### src/rtl/sd_digit_otf_reader_pkg.sv
// Shared digit codes, FSM states and digit decoder
// for the signed-digit quotient reader.
package sd_digit_pkg;

  localparam logic [1:0] SD_ZERO    = 2'b00;
  localparam logic [1:0] SD_POS     = 2'b01;
  localparam logic [1:0] SD_NEG     = 2'b11;
  localparam logic [1:0] SD_ILLEGAL = 2'b10;

  typedef enum logic [1:0] {
    IDLE,
    READ,
    HOLD
  } state_t;

  typedef struct packed {
    logic pos;
    logic neg;
    logic illegal;
  } sd_dec_t;

  function automatic sd_dec_t sd_decode(
    input logic [1:0] code
  );
    sd_dec_t d;
    d = '0;
    unique case (1'b1)
      (code == SD_ZERO):    d = '0;
      (code == SD_POS):     d.pos = 1'b1;
      (code == SD_NEG):     d.neg = 1'b1;
      (code == SD_ILLEGAL): d.illegal = 1'b1;
      default:              d = '0;
    endcase
    return d;
  endfunction

endpackage

### src/rtl/sd_digit_otf_reader_if.sv
// Start / RAM read / result handshake bundle
// of the signed-digit quotient reader.
interface sd_digit_otf_reader_if #(
  parameter int ADDR_WIDTH = 7,
  parameter int NUM_DIGITS = 32
);
  localparam int RES_WIDTH = NUM_DIGITS + 1;

  logic                  start;
  logic [ADDR_WIDTH-1:0] base_addr;
  logic [ADDR_WIDTH-1:0] ram_read_addr;
  logic [1:0]            ram_q;
  logic                  busy;
  logic [RES_WIDTH-1:0]  result;
  logic                  result_valid;
  logic                  result_ready;
  logic                  digit_err;

  modport master (
    input  start,
    input  base_addr,
    input  ram_q,
    input  result_ready,
    output ram_read_addr,
    output busy,
    output result,
    output result_valid,
    output digit_err
  );

  modport slave (
    output start,
    output base_addr,
    output ram_q,
    output result_ready,
    input  ram_read_addr,
    input  busy,
    input  result,
    input  result_valid,
    input  digit_err
  );

endinterface

### src/rtl/sd_digit_otf_reader_converter.sv
// On-the-fly Q/QM conversion of a signed-digit
// stream into a two's-complement fraction.
module sd_otf_converter
  import sd_digit_pkg::*;
#(
  parameter int W = 33
) (
  input  logic         clk,
  input  logic         rst_n,
  input  logic         init,
  input  logic         shift_en,
  input  logic [1:0]   digit,
  output logic [W-1:0] q
);

  // QM is always Q minus one ulp; its top bit
  // never reaches Q, so only W-1 bits are kept.
  logic [W-1:0] q_r;
  logic [W-2:0] qm_r;

  always_ff @(posedge clk) begin
    if (!rst_n) begin
      q_r  <= '0;
      qm_r <= '1;
    end else if (init) begin
      q_r  <= '0;
      qm_r <= '1;
    end else if (shift_en) begin
      unique case (digit)
        SD_POS: begin
          q_r  <= W'({q_r, 1'b1});
          qm_r <= (W-1)'({q_r, 1'b0});
        end
        SD_NEG: begin
          q_r  <= {qm_r, 1'b1};
          qm_r <= (W-1)'({qm_r, 1'b0});
        end
        default: begin
          q_r  <= W'({q_r, 1'b0});
          qm_r <= (W-1)'({qm_r, 1'b1});
        end
      endcase
    end
  end

  assign q = q_r;

endmodule

### src/rtl/sd_digit_otf_reader.sv
// Reads NUM_DIGITS signed digits from the quotient
// RAM and returns the converted value on a handshake.
module sd_digit_otf_reader
  import sd_digit_pkg::*;
#(
  parameter int ADDR_WIDTH = 7,
  parameter int NUM_DIGITS = 32
) (
  input  logic clk,
  input  logic rst_n,
  sd_digit_otf_reader_if.master bus
);

  localparam int RES_WIDTH = NUM_DIGITS + 1;
  localparam int CW = $clog2(NUM_DIGITS + 2);
  localparam logic [CW-1:0] LAST = CW'(NUM_DIGITS);
  localparam logic [CW-1:0] LAST_ADDR = CW'(NUM_DIGITS - 1);

  state_t                state_q;
  state_t                state_d;
  logic [ADDR_WIDTH-1:0] addr_q;
  logic [ADDR_WIDTH-1:0] addr_d;
  logic [CW-1:0]         cnt_q;
  logic [CW-1:0]         cnt_d;
  logic                  busy_q;
  logic                  busy_d;
  logic                  valid_q;
  logic                  valid_d;
  logic                  err_q;
  logic                  err_d;
  logic                  init;
  logic                  shift_en;
  sd_dec_t               dec;
  logic [1:0]            digit;
  logic [RES_WIDTH-1:0]  q;

  assign dec = sd_decode(bus.ram_q);
  // An illegal code collapses to a zero digit.
  assign digit = {dec.neg, dec.pos | dec.neg};

  sd_otf_converter #(
    .W (RES_WIDTH)
  ) u_conv (
    .clk      (clk),
    .rst_n    (rst_n),
    .init     (init),
    .shift_en (shift_en),
    .digit    (digit),
    .q        (q)
  );

  always_ff @(posedge clk) begin
    if (!rst_n) begin
      state_q <= IDLE;
      addr_q  <= '0;
      cnt_q   <= '0;
      busy_q  <= 1'b0;
      valid_q <= 1'b0;
      err_q   <= 1'b0;
    end else begin
      state_q <= state_d;
      addr_q  <= addr_d;
      cnt_q   <= cnt_d;
      busy_q  <= busy_d;
      valid_q <= valid_d;
      err_q   <= err_d;
    end
  end

  // cnt counts READ edges; the first one only
  // covers the RAM latency and consumes nothing.
  always_comb begin
    state_d  = state_q;
    addr_d   = addr_q;
    cnt_d    = cnt_q;
    busy_d   = busy_q;
    valid_d  = valid_q;
    err_d    = err_q;
    init     = 1'b0;
    shift_en = 1'b0;
    unique case (state_q)
      IDLE: begin
        if (bus.start) begin
          state_d = READ;
          addr_d  = bus.base_addr;
          cnt_d   = '0;
          init    = 1'b1;
          err_d   = 1'b0;
          busy_d  = 1'b1;
        end
      end
      READ: begin
        cnt_d = cnt_q + CW'(1);
        if (cnt_q < LAST_ADDR) begin
          addr_d = addr_q + ADDR_WIDTH'(1);
        end
        if (cnt_q != '0) begin
          shift_en = 1'b1;
          if (dec.illegal) begin
            err_d = 1'b1;
          end
        end
        if (cnt_q == LAST) begin
          state_d = HOLD;
          valid_d = 1'b1;
        end
      end
      HOLD: begin
        if (bus.result_ready) begin
          state_d = IDLE;
          valid_d = 1'b0;
          busy_d  = 1'b0;
        end
      end
      default: begin
        state_d = IDLE;
      end
    endcase
  end

  assign bus.ram_read_addr = addr_q;
  assign bus.busy          = busy_q;
  assign bus.result        = q;
  assign bus.result_valid  = valid_q;
  assign bus.digit_err     = err_q;

endmodule
### src/flat_wrapper.sv
// flat-port wrapper written by rule: the top's interface ports become plain ports
module sd_digit_otf_reader_flat import sd_digit_pkg::*;
#(
  parameter int ADDR_WIDTH = 7,
  parameter int NUM_DIGITS = 32
)
  (clk, rst_n, bus_start, bus_base_addr, bus_ram_q, bus_result_ready, bus_ram_read_addr, bus_busy, bus_result, bus_result_valid, bus_digit_err);
  sd_digit_otf_reader_if #(.ADDR_WIDTH(ADDR_WIDTH), .NUM_DIGITS(NUM_DIGITS)) bus_i ();
  input  logic clk;
  input  logic rst_n;
  input wire logic [$bits(bus_i.start)-1:0] bus_start;
  input wire logic [$bits(bus_i.base_addr)-1:0] bus_base_addr;
  input wire logic [$bits(bus_i.ram_q)-1:0] bus_ram_q;
  input wire logic [$bits(bus_i.result_ready)-1:0] bus_result_ready;
  output wire logic [$bits(bus_i.ram_read_addr)-1:0] bus_ram_read_addr;
  output wire logic [$bits(bus_i.busy)-1:0] bus_busy;
  output wire logic [$bits(bus_i.result)-1:0] bus_result;
  output wire logic [$bits(bus_i.result_valid)-1:0] bus_result_valid;
  output wire logic [$bits(bus_i.digit_err)-1:0] bus_digit_err;
  assign bus_i.start = bus_start;
  assign bus_i.base_addr = bus_base_addr;
  assign bus_i.ram_q = bus_ram_q;
  assign bus_i.result_ready = bus_result_ready;
  assign bus_ram_read_addr = bus_i.ram_read_addr;
  assign bus_busy = bus_i.busy;
  assign bus_result = bus_i.result;
  assign bus_result_valid = bus_i.result_valid;
  assign bus_digit_err = bus_i.digit_err;
  sd_digit_otf_reader #(.ADDR_WIDTH(ADDR_WIDTH), .NUM_DIGITS(NUM_DIGITS)) u_core (.clk(clk), .rst_n(rst_n), .bus(bus_i));
endmodule
### config.mk
export PLATFORM = sky130hd
export DESIGN_NAME = sd_digit_otf_reader_flat
export DESIGN_NICKNAME = d
export VERILOG_FILES = /design/src/rtl/sd_digit_otf_reader_pkg.sv /design/src/rtl/sd_digit_otf_reader_if.sv /design/src/rtl/sd_digit_otf_reader_converter.sv /design/src/rtl/sd_digit_otf_reader.sv /design/src/flat_wrapper.sv
export SDC_FILE = /design/constraint.sdc
export NUM_CORES = 1
export LEC_CHECK = 0
export BUFFER_PORTS_ARGS = -buffer_cell sky130_fd_sc_hd__buf_4
export CORE_MARGIN = 2
export CORE_UTILIZATION = 64
export CTS_BUF_LIST = sky130_fd_sc_hd__clkbuf_8
export CTS_CLUSTER_SIZE = 20
export DETAILED_ROUTE_END_ITERATION = 12
export HOLD_SLACK_MARGIN = 0.12
export PLACE_DENSITY_LB_ADDON = 0.2
export SLEW_MARGIN = 10
export SYNTH_ARGS = -nofsm -noshare
export SYNTH_HDL_FRONTEND = slang
export SYNTH_SLANG_ARGS = --single-unit
### constraint.sdc
create_clock -name clk -period 2.78 [get_ports clk]
set_clock_uncertainty 0.05 [all_clocks]
set_input_delay 0.556 -clock clk [delete_from_list [all_inputs] [get_ports clk]]
set_output_delay 0.556 -clock clk [all_outputs]
set_load 0.01 [all_outputs]
==> impl_metrics.yaml <==
run_status:
  outcome: "completed"
setup_path:
  critPathCapture: "u_core.u_conv.qm_r[14]"
  rr_endpoint: "u_core.u_conv.qm_r[14]"
  arrival_ns: 2.10
  path_max_fanout: 37
  end_kind: "flop"
  crit_type: "flop to flop"
  cp.required_ns: 2.95
  r2r_cells: 6
  start_kind: "flop"
  r2r_slack_ns: 0.85
  reg2reg_from: "u_core.cnt_q[0]"
  crit_path_start: "u_core.cnt_q[0]"
global_routing:
  grt_pass1_vias: 3361
  grt_pass1_wl_mm: 15.3
  grt_max_degree: 68
  track_usage: 0.264
  overflow: 0
  antenna_found_initial: 0
timing:
  timing.final.crit_share: 0.694
  fin_ws_ns: 0.850
  setup_viol: 0
  finalHoldViolCount: 0
  max_slew.worst_pin.slew_ns: 0.574
  max_freq_mhz: 518
  drv_slew: 0
  rsz0062_at_grt: "false"
  timing.setup.tns_ns: 0
  max-slew-margin-rel: 0.617
  min_period_ns: 1.93
  hold_slack_ns: 0.435
yosys:
  ys_async_sr_fraction: 0
  synthFlopType: "dfxtp_1"
  syn_nets: 465
  syn-cell-area_um2: 4060
  ys.warnings.count: 0
  synth_area_leader_cell: "dfxtp_1"
  syn_inst: 449
  synth.distinct_cells: 44
  synthTopCellsByArea: "dfxtp_1 41%, a311oi_2 11%, mux2i_1 8.1%"
  avgSynthCellArea_um2: 9.04
  synth_edf_count: 0
  synth-seq-cells: 83
  synth_most_common_cell: "dfxtp_1"
  synth_top_area_frac: 0.409
  synth-seq-area-share: 0.409
  ys_top_cells_by_count: "83 x dfxtp_1, 75 x nand2_1, 49 x nor2_1"
clock_network:
  cts_root_buffer: "clkbuf_8"
  clk_latency_ns: 0.36
  cts_made_buffers: 9
  cts.clk_slew.worst_paths_ns: 0.09
  htree_levels: 3
  cts_tree: "built"
  cts.sinks: 83
  clockBufferDepth: 2
  postCtsSetupRepairBufs: 0
  ctsResizeCount: 0
  hold_buffers: 0
floorplanning:
  die_h_um: 83.6
  num_rows: 29
  dieArea_um2: 6990
  core_area_um2: 6240
  pin_count: 56
  die_x_um: 83.6
  start_util: 0.650
routing:
  final_antenna_net_count: 0
  wl_per_cell_um: 16.2
  drt_wl_total_mm: 9.17
  drc: 0
  drt_iter0_drc: 236
  via_per_inst: 6.17
  dr.pass1.iters: 5
  num_vias: 3488
placed_design:
  postPlaceCellArea_um2: 4480
  pre_cts_ws_ns: 0.805
  dp_hpwl_mm: 5.71
  portBuffers: 55
  gp_congestion: 0.782
cells_and_area:
  layout-drive-gt1-share: 0.246
  nets: 499
  diodes: 0
  area_growth_pct: 15.3
  final_cell_area_um2: 4680
power_and_ir_drop:
  powerDensity_nw_per_um2: 546
  ir_worst_vdd_mv: 0.394
  p_leak_nw: 1.86
  p_total_w: 0.00256
hold_path:
  hp-class: "flop to flop"
run:
  cap_violations: 0
-- layout make-up --
class                      count  area, µm²
clock buffer                   9        124
sequential                    83       1660
tap                           77       96.3
multi-input combinational    316       2160
fill                         469       1560
clock inverter                 7       77.6
inverter                       8       30.0
timing repair buffer          65        526
-- state kept, by name, indices dropped and copies added, names as in the netlist --
register,flops
u_core.bus.busy,1
u_core.bus.digit_err,1
u_core.bus.ram_read_addr,7
u_core.bus.result_valid,1
u_core.cnt_q,6
u_core.state_q,2
u_core.u_conv.q,33
u_core.u_conv.qm_r,32
-- worst min path at each step --
stage                                      from                           to  slack, ns  cells past startpoint
detailed placement  u_core.bus.ram_read_addr[6]  u_core.bus.ram_read_addr[6]       0.42                      2
finish              u_core.bus.ram_read_addr[6]  u_core.bus.ram_read_addr[6]       0.44                      2
floorplan                u_core.u_conv.qm_r[31]       u_core.u_conv.qm_r[31]       0.40                      2
global route                              rst_n              u_core.bus.busy       0.46                      2
global placement         u_core.u_conv.qm_r[31]       u_core.u_conv.qm_r[31]       0.42                      2
CTS                 u_core.bus.ram_read_addr[6]  u_core.bus.ram_read_addr[6]       0.44                      2
-- cell families after synthesis --
kind of cell	after synthesis	synth area share
compound gates	102	0.244
fa+ha+maj	3	0.00925
buf+inv	50	0.0632
flops	83	0.409
mux	35	0.0869
simple gates	176	0.187
-- where the power goes --
group | switching [W] | internal (W)
clock network | 0.000459 | 0.000421
registers | 0.0000481 | 0.00124
logic | 0.000230 | 0.000160
-- stage by stage --
stage	std cells	utilization
floorplan	449	-
global placement	549	0.717
detailed placement	549	0.717
CTS	565	0.750
global route	565	0.750
finish	565	0.750
-- metal layers --
metal,vias up,share of wire,GRT usage
li1,1695,-,-
met1,1686,0.45,0.338
met2,93,0.49,0.437
met3,14,0.045,0.0435
met4,0,0.016,0.120
met5,-,0,0
-- placed cells by master, fill, tap and decap left out, types with 5 or more instances in the layout --
cell / instances
nand3_1: 37
a21oi_1: 5
a311oi_2: 29
o31ai_1: 5
nor2_1: 48
mux2i_1: 33
o211ai_1: 31
buf_4: 62
nand2_1: 75
a22oi_1: 5
dfxtp_1: 83
inv_1: 6
clkbuf_8: 9
-- worst max-delay path: stages, from the launching register on --
cell and delay, ns:
dfxtp_1 0.34, inv_1 0.09, ha_1 0.15, nor4b_2 0.41
a21o_1 0.23, buf_4 0.34, o211ai_1 0.16
(Power assumes the default switching activity.)
